### config.mk
export PLATFORM = sky130hd
export DESIGN_NAME = core_uart_tx_flat
export DESIGN_NICKNAME = d
export VERILOG_FILES = /design/src/rtl/core_uart_tx_if.sv /design/src/rtl/core_uart_tx.sv /design/src/flat_wrapper.sv
export SDC_FILE = /design/constraint.sdc
export NUM_CORES = 1
export LEC_CHECK = 0
export ABC_AREA = 1
export CORE_MARGIN = 2
export CORE_UTILIZATION = 55
export CTS_BUF_LIST = sky130_fd_sc_hd__clkbuf_4 sky130_fd_sc_hd__clkbuf_8 sky130_fd_sc_hd__clkbuf_16
export DETAILED_ROUTE_END_ITERATION = 10
export PLACE_DENSITY_LB_ADDON = 0.2
export SKIP_LAST_GASP = 1
export SLEW_MARGIN = 30
export SYNTH_ARGS = -nofsm -noshare
export SYNTH_HDL_FRONTEND = slang
export SYNTH_SLANG_ARGS = --single-unit
### constraint.sdc
create_clock -name clk_i -period 4.88 [get_ports clk_i]
set_input_delay 0.732 -clock clk_i [delete_from_list [all_inputs] [get_ports clk_i]]
set_output_delay 0.732 -clock clk_i [all_outputs]
set_load 0.01 [all_outputs]
### src/rtl/core_uart_tx_if.sv
// Byte push channel into core_uart_tx: valid/ready handshake with an 8-bit payload.
interface core_uart_tx_if;
    logic       wr_valid_i;
    logic [7:0] wr_data_i;
    logic       wr_ready_o;

    modport master (output wr_valid_i, output wr_data_i, input wr_ready_o);
    modport slave  (input wr_valid_i, input wr_data_i, output wr_ready_o);
endinterface

### src/rtl/core_uart_tx.sv
// core_uart_tx: 8N1 UART transmitter fed by a byte FIFO, frames sent back-to-back LSB first.
// Define UART_TX_PARITY_EN to insert an even-parity bit between the data bits and the stop bit.
module core_uart_tx #(
    parameter int CLK_FREQ_HZ = 50000000,
    parameter int UART_BAUD   = 115200,
    parameter int FIFO_DEPTH  = 16,
    localparam int AW         = $clog2(FIFO_DEPTH)
) (
    input  logic          clk_i,
    input  logic          rst_i,
    core_uart_tx_if.slave wr,
    output logic          txd_o,
    output logic          busy_o,
    output logic [AW:0]   fifo_cnt_o
);

    localparam int DIV = CLK_FREQ_HZ / UART_BAUD;
    localparam int BW  = $clog2(DIV);

    typedef enum logic [2:0] {
        ST_IDLE   = 3'd0,
        ST_START  = 3'd1,
        ST_DATA   = 3'd2,
        ST_PARITY = 3'd3,
        ST_STOP   = 3'd4
    } state_e;

    state_e        state_q,   state_d;
    logic [BW-1:0] baud_q,    baud_d;
    logic [2:0]    bit_idx_q, bit_idx_d;
    logic [7:0]    shift_q,   shift_d;
    logic [AW-1:0] wr_ptr_q,  wr_ptr_d;
    logic [AW-1:0] rd_ptr_q,  rd_ptr_d;
    logic [AW:0]   cnt_q,     cnt_d;
    logic          txd_q,     txd_d;
    logic          busy_q,    busy_d;
    logic          ready_q,   ready_d;
    logic [7:0]    mem_q [FIFO_DEPTH];

    logic tick_s;
    logic push_s;
    logic pop_s;
    logic empty_s;

`ifdef UART_TX_PARITY_EN
    logic parity_q, parity_d;

    function automatic logic even_parity(input logic [7:0] b);
        return ^b;
    endfunction
`endif

    assign tick_s  = (baud_q == BW'(DIV - 1));
    assign empty_s = (cnt_q == (AW+1)'(0));
    // ready_q always equals "not full" for the current count, so a pop cannot open a slot early
    assign push_s  = wr.wr_valid_i && ready_q;

    // Frame sequencer: baud counter, bit index, shift register and pop decision
    always_comb begin
        state_d   = state_q;
        bit_idx_d = bit_idx_q;
        shift_d   = shift_q;
        pop_s     = 1'b0;
        if ((state_q == ST_IDLE) || tick_s) begin
            baud_d = BW'(0);
        end else begin
            baud_d = baud_q + BW'(1);
        end
        case (state_q)
            ST_IDLE: begin
                if (!empty_s) begin
                    pop_s   = 1'b1;
                    state_d = ST_START;
                end else begin
                    state_d = ST_IDLE;
                end
            end
            ST_START: begin
                if (tick_s) begin
                    state_d   = ST_DATA;
                    bit_idx_d = 3'd0;
                end else begin
                    state_d = ST_START;
                end
            end
            ST_DATA: begin
                if (tick_s) begin
                    shift_d   = {1'b0, shift_q[7:1]};
                    bit_idx_d = bit_idx_q + 3'd1;
                    if (bit_idx_q == 3'd7) begin
`ifdef UART_TX_PARITY_EN
                        state_d = ST_PARITY;
`else
                        state_d = ST_STOP;
`endif
                    end else begin
                        state_d = ST_DATA;
                    end
                end else begin
                    state_d = ST_DATA;
                end
            end
`ifdef UART_TX_PARITY_EN
            ST_PARITY: begin
                if (tick_s) begin
                    state_d = ST_STOP;
                end else begin
                    state_d = ST_PARITY;
                end
            end
`endif
            ST_STOP: begin
                if (tick_s && !empty_s) begin
                    pop_s   = 1'b1;
                    state_d = ST_START;
                end else if (tick_s) begin
                    state_d = ST_IDLE;
                end else begin
                    state_d = ST_STOP;
                end
            end
            default: begin
                state_d = ST_IDLE;
            end
        endcase
        if (pop_s) begin
            shift_d = mem_q[rd_ptr_q];
        end else begin
            shift_d = shift_d;
        end
    end

`ifdef UART_TX_PARITY_EN
    // Parity of the byte is captured together with the byte itself
    always_comb begin
        if (pop_s) begin
            parity_d = even_parity(mem_q[rd_ptr_q]);
        end else begin
            parity_d = parity_q;
        end
    end
`endif

    // FIFO pointer and occupancy update
    always_comb begin
        if (push_s) begin
            wr_ptr_d = wr_ptr_q + AW'(1);
        end else begin
            wr_ptr_d = wr_ptr_q;
        end
        if (pop_s) begin
            rd_ptr_d = rd_ptr_q + AW'(1);
        end else begin
            rd_ptr_d = rd_ptr_q;
        end
        case ({push_s, pop_s})
            2'b10:   cnt_d = cnt_q + (AW+1)'(1);
            2'b01:   cnt_d = cnt_q - (AW+1)'(1);
            default: cnt_d = cnt_q;
        endcase
    end

    // Outputs are decoded from next-state values so each one comes straight from a flop
    always_comb begin
        case (state_d)
            ST_START: txd_d = 1'b0;
            ST_DATA:  txd_d = shift_d[0];
`ifdef UART_TX_PARITY_EN
            ST_PARITY: txd_d = parity_d;
`endif
            default:  txd_d = 1'b1;
        endcase
        busy_d  = (state_d != ST_IDLE) || (cnt_d != (AW+1)'(0));
        ready_d = (cnt_d != (AW+1)'(FIFO_DEPTH));
    end

    // FIFO storage; contents need no reset because pointers and count are cleared
    always_ff @(posedge clk_i) begin
        if (push_s) begin
            mem_q[wr_ptr_q] <= wr.wr_data_i;
        end
    end

    // State and output registers
    always_ff @(posedge clk_i or posedge rst_i) begin
        if (rst_i) begin
            state_q   <= ST_IDLE;
            baud_q    <= BW'(0);
            bit_idx_q <= 3'd0;
            shift_q   <= 8'h00;
            wr_ptr_q  <= AW'(0);
            rd_ptr_q  <= AW'(0);
            cnt_q     <= (AW+1)'(0);
            txd_q     <= 1'b1;
            busy_q    <= 1'b0;
            ready_q   <= 1'b1;
`ifdef UART_TX_PARITY_EN
            parity_q  <= 1'b0;
`endif
        end else begin
            state_q   <= state_d;
            baud_q    <= baud_d;
            bit_idx_q <= bit_idx_d;
            shift_q   <= shift_d;
            wr_ptr_q  <= wr_ptr_d;
            rd_ptr_q  <= rd_ptr_d;
            cnt_q     <= cnt_d;
            txd_q     <= txd_d;
            busy_q    <= busy_d;
            ready_q   <= ready_d;
`ifdef UART_TX_PARITY_EN
            parity_q  <= parity_d;
`endif
        end
    end

    assign txd_o         = txd_q;
    assign busy_o        = busy_q;
    assign fifo_cnt_o    = cnt_q;
    assign wr.wr_ready_o = ready_q;

endmodule

### src/flat_wrapper.sv
// flat-port wrapper written by rule: the top's interface ports become plain ports
module core_uart_tx_flat 
#(
    parameter int CLK_FREQ_HZ = 50000000,
    parameter int UART_BAUD   = 115200,
    parameter int FIFO_DEPTH  = 16,
    localparam int AW         = $clog2(FIFO_DEPTH)
)
  (clk_i, rst_i, txd_o, busy_o, fifo_cnt_o, wr_wr_valid_i, wr_wr_data_i, wr_wr_ready_o);
  core_uart_tx_if wr_i ();
  input  logic clk_i;
  input  logic rst_i;
  output logic txd_o;
  output logic busy_o;
  output logic [AW:0] fifo_cnt_o;
  input wire logic [$bits(wr_i.wr_valid_i)-1:0] wr_wr_valid_i;
  input wire logic [$bits(wr_i.wr_data_i)-1:0] wr_wr_data_i;
  output wire logic [$bits(wr_i.wr_ready_o)-1:0] wr_wr_ready_o;
  assign wr_i.wr_valid_i = wr_wr_valid_i;
  assign wr_i.wr_data_i = wr_wr_data_i;
  assign wr_wr_ready_o = wr_i.wr_ready_o;
  core_uart_tx #(.CLK_FREQ_HZ(CLK_FREQ_HZ), .UART_BAUD(UART_BAUD), .FIFO_DEPTH(FIFO_DEPTH)) u_core (.clk_i(clk_i), .rst_i(rst_i), .wr(wr_i), .txd_o(txd_o), .busy_o(busy_o), .fifo_cnt_o(fifo_cnt_o));
endmodule
==> metrics.md <==
| Metric | Value |
|---|---|
| Row count | a little over 40 |
| Ant diodes | 0 |
| Pwr Density | around 440 mW/mm^2 |
| Setup TNS | 0 ns |
| Chip Height | between 100 and 150 microns |
| Max FO, Critical Path | 14 |
| R2R setup slack | about 2.2 ns |
| Area growth syn-to-layout | 13.2% |
| Clk Tree Root Cell | clkbuf_16 |
| Largest net degree at the start of global routing | roughly 70 |
| Vias in the first global route | about 4,500 |
| CP Launch Type | flop |
| Fin crit share | roughly 55% |
| Cts hold-fix bufs | 0 |
| Slew HR | 38.3% |
| Lkg Pwr | 2.91 nW |
| Worst r2r dst | u_core.busy_o |
| R2R cell count | 15 |
| Ys async rst share | between 20% and 30% |
| Via Count | roughly 4,600 |
| Simple-gate share of the synthesized area | 13.5% |
| Synth Register Bits | roughly 170 |
| Cell area after synthesis | roughly 0.007 sq mm |
| Ys flop type | edfxtp_1 |
| Peak supply drop | between 0.2 and 0.3 mV |
| RR Startpoint | u_core.baud_q[1] |
| Clock Pin Slew Worst Setup and Hold Paths | ~0.070 ns |
| Die ar. | between 0.01 and 0.015 sq mm |
| Clk sinks | ~170 |
| Mux cell area share after synthesis | 0% |
| Initial Util | between 50 and 60% |
| CTS max path bufs | 2 |
| Peak Freq | between 300 and 400 MHz |
| Yosys synthesis warning count | 0 |
| Final setup vio count | 0 |
| Critical Path Start | u_core.baud_q[1] |
| Post-Synth Adder-Cell Area | 1.95% |
| First-pass iteration count of the detailed router | 5 |
| Max-Cap Viols | 0 |
| Layout Skew | approximately 0.014 ns |
| Core area | around 0.013 sq mm |
| I/O pins | 19 |
| Post-synthesis instance total | 600 |
| Largest family of logic cells by synthesized area | simple AND/OR/NAND/NOR gates |
| Seq/Total Area, Yosys | just under 70% |
| Kind of critical path | flop to flop |
| Clock latency on the worst-skew pair | 0.43 ns |
| Min cycle time layout | 2.68 ns |
| Netlist cell types | 42 |
| DP Area | between 0.007 and 0.008 sq mm |
| DIE WIDTH | between 100 and 150 microns |
| Initial antenna violation count | 0 |
| Worst Hold Class | flop to flop |
| DR WL/cell | 18.2 microns |
| CTS tree | yes |
| Post-CTS resize count | 0 |
| Xor/xnor share of the synthesized area | less than 1% |
| CTS buffer count | 17 |
| GRT Residual Overflow | 0 |
| Post-CTS Setup Repair Bufs | 0 |
| RSZ-0062 raised after global routing | no |
| Detailed Route Iter0 Violations | roughly 460 |
| Overall routed net length | ~15,000 microns |
| Drt drc | 0 |
| Setup crit end | u_core.busy_o |
| CTS H-tree depth | 4 |
| Vias per inst | approximately 5.7 |
| Final Hold Vio Count | 0 |
| Layout cell share with drive strength beyond 1 | a little over a tenth |
| Slew Limit Fails | 0 |
| Slew of the pin with the lowest slew margin | between 0.9 and 1 ns |
| Syn avg cell area | 11.8 sq um |
| Placer congestion estimate | between 0.8 and 0.9 |
| CP Capture Type | flop |
| EDFF count, synth | between 100 and 150 |
| WP data arrival | approximately 3 ns |
| First-pass GRT wire length | about 23,000 microns |
| Post-DP HPWL | 9410 microns |
| Status | completed |
| Critical Path RT | 5.21 ns |
| Tot GR Track Use | 22.1% |
| ANT nets after route | 0 |
| Filler instances | about 940 |
| Area fraction in compound gates after synthesis | a little under an eighth |
| Port bufs | 18 |
| Layout Nets | ~640 |
| Syn_nets | between 600 and 700 |
| Design area | between 0.008 and 0.009 sq mm |
kinds of logic (layout without fill, tap and decap cells):
family | count (synthesis) | count (layout)
and+or+nand+nor | 210 | 210
DFF | 167 | 167
AOI/OAI and AO/OA | 135 | 135
buffers and inverters | 69 | 97
adders and majority gates | 11 | 11
xor gates and xnor gates | 8 | 8
synth_stat cells (3+ instances only):
| cell | n | area [sq um] |
|---|---|---|
| a21oi_1 | 12 | 60.1 |
| buf_2 | 3 | 15.0 |
| clkbuf_1 | 20 | 75.1 |
| dfrtp_1 | 37 | 926 |
| edfxtp_1 | 128 | 3840 |
| ha_1 | 11 | 138 |
| inv_1 | 35 | 131 |
| inv_2 | 5 | 18.8 |
| nand2_1 | 69 | 259 |
| nand2_2 | 8 | 50.1 |
| nand3_1 | 23 | 115 |
| nand4_1 | 4 | 25.0 |
| nor2_1 | 84 | 315 |
| nor2_2 | 4 | 25.0 |
| nor3_1 | 6 | 30.0 |
| nor3b_1 | 4 | 30.0 |
| o211ai_1 | 8 | 60.1 |
| o21ai_0 | 74 | 370 |
| o21ai_1 | 3 | 15.0 |
| o221ai_1 | 20 | 175 |
| o22ai_1 | 9 | 56.3 |
| xor2_1 | 7 | 61.3 |
cell usage in the layout, fill, tap and decap left out, types with 12 or more instances in the layout:
| master | netlist | routed |
|---|---|---|
| edfxtp_1 | 128 | 128 |
| nor2_1 | 84 | 84 |
| o21ai_0 | 74 | 74 |
| nand2_1 | 69 | 69 |
| dfrtp_1 | 37 | 36 |
| inv_1 | 35 | 34 |
| nand3_1 | 23 | 23 |
| o221ai_1 | 20 | 20 |
| clkdlybuf4s50_1 | 0 | 18 |
| clkbuf_16 | 0 | 17 |
| a21oi_1 | 12 | 12 |
sequential cells by signal, indices dropped and copies added, names as in the netlist:
register	count
u_core.fifo_cnt_o	5
u_core.baud_q	9
u_core.state_q	3
u_core.wr_ptr_q	4
u_core.rd_ptr_q	4
u_core.wr.wr_ready_o	1
u_core.shift_q	8
u_core.busy_o	1
u_core.bit_idx_q	3
u_core.mem_q	128
u_core.txd_o	1
power breakdown:
part	leakage (nW)	total [mW]	switching, mW	internal (mW)
clock network	0.295	1.38	0.567	0.818
registers	1.63	1.75	0.0660	1.68
logic	0.984	0.400	0.267	0.133
total	2.91	3.53	0.901	2.63
area by class of cell:
type | instances | area (sq um) | share of cell area, %
Inverter | 42 | 159 | 1.99
Clock inverter | 15 | 190 | 2.38
Timing Repair Buffer | 23 | 218 | 2.72
Multi-Input combinational cell | 364 | 1970 | 24.6
Clock buffer | 17 | 425 | 5.31
Sequential cell | 167 | 4830 | 60.3
Tap cell | 172 | 215 | 2.69
worst min path at each step:
stage          depth (start not counted)           startpoint  slack (ns)                   to
6_report                               1     u_core.baud_q[0]        0.51     u_core.baud_q[0]
5_1_grt                                1     u_core.baud_q[0]        0.53     u_core.baud_q[0]
4_1_cts                                1     u_core.baud_q[0]        0.50     u_core.baud_q[0]
3_5_place_dp                           1  u_core.bit_idx_q[2]        0.49  u_core.bit_idx_q[2]
3_3_place_gp                           1     u_core.baud_q[0]        0.47     u_core.baud_q[0]
2_1_floorplan                          1     u_core.baud_q[0]        0.46     u_core.baud_q[0]
per-stage QoR:
| stage | hold WS, ns | setup slack, ns | util (%) | total power, mW | cells |
|---|---|---|---|---|---|
| after CTS | 0.504 | 2.21 | 63.7 | 3.56 | 800 |
| after detailed placement | 0.495 | 2.11 | 58.8 | 2.18 | 768 |
| after floorplan | 0.456 | 2.63 | - | 2.02 | 600 |
| final | 0.509 | 2.20 | 63.7 | 3.53 | 800 |
| after global routing | 0.529 | 1.92 | 63.7 | 3.68 | 800 |
| after global placement | 0.472 | 2.18 | 58.8 | 2.16 | 768 |
layer usage:
layer | global-route usage (%) | up-vias | share of wire (%)
met4 | 6.02 | 0 | 1.2
met5 | 0 | - | 0
li1 | - | 2167 | -
met2 | 37.3 | 157 | 51
met1 | 28.8 | 2215 | 42
met3 | 5.25 | 17 | 5.5
critical path, cell delays in order, from the launching register on:
cell	delay [ns]
dfrtp_1	0.40
inv_1	0.07
ha_1	0.14
nand2_1	0.06
nor2_2	0.14
nand2_4	0.10
nand2_8	0.12
nand2_1	0.26
inv_2	0.30
ha_1	0.33
inv_1	0.18
o21ai_0	0.13
nor2_1	0.10
nand2_1	0.07
nor2_2	0.12
nand2_1	0.06
Note: power is estimated with default switching activity, not from simulation.
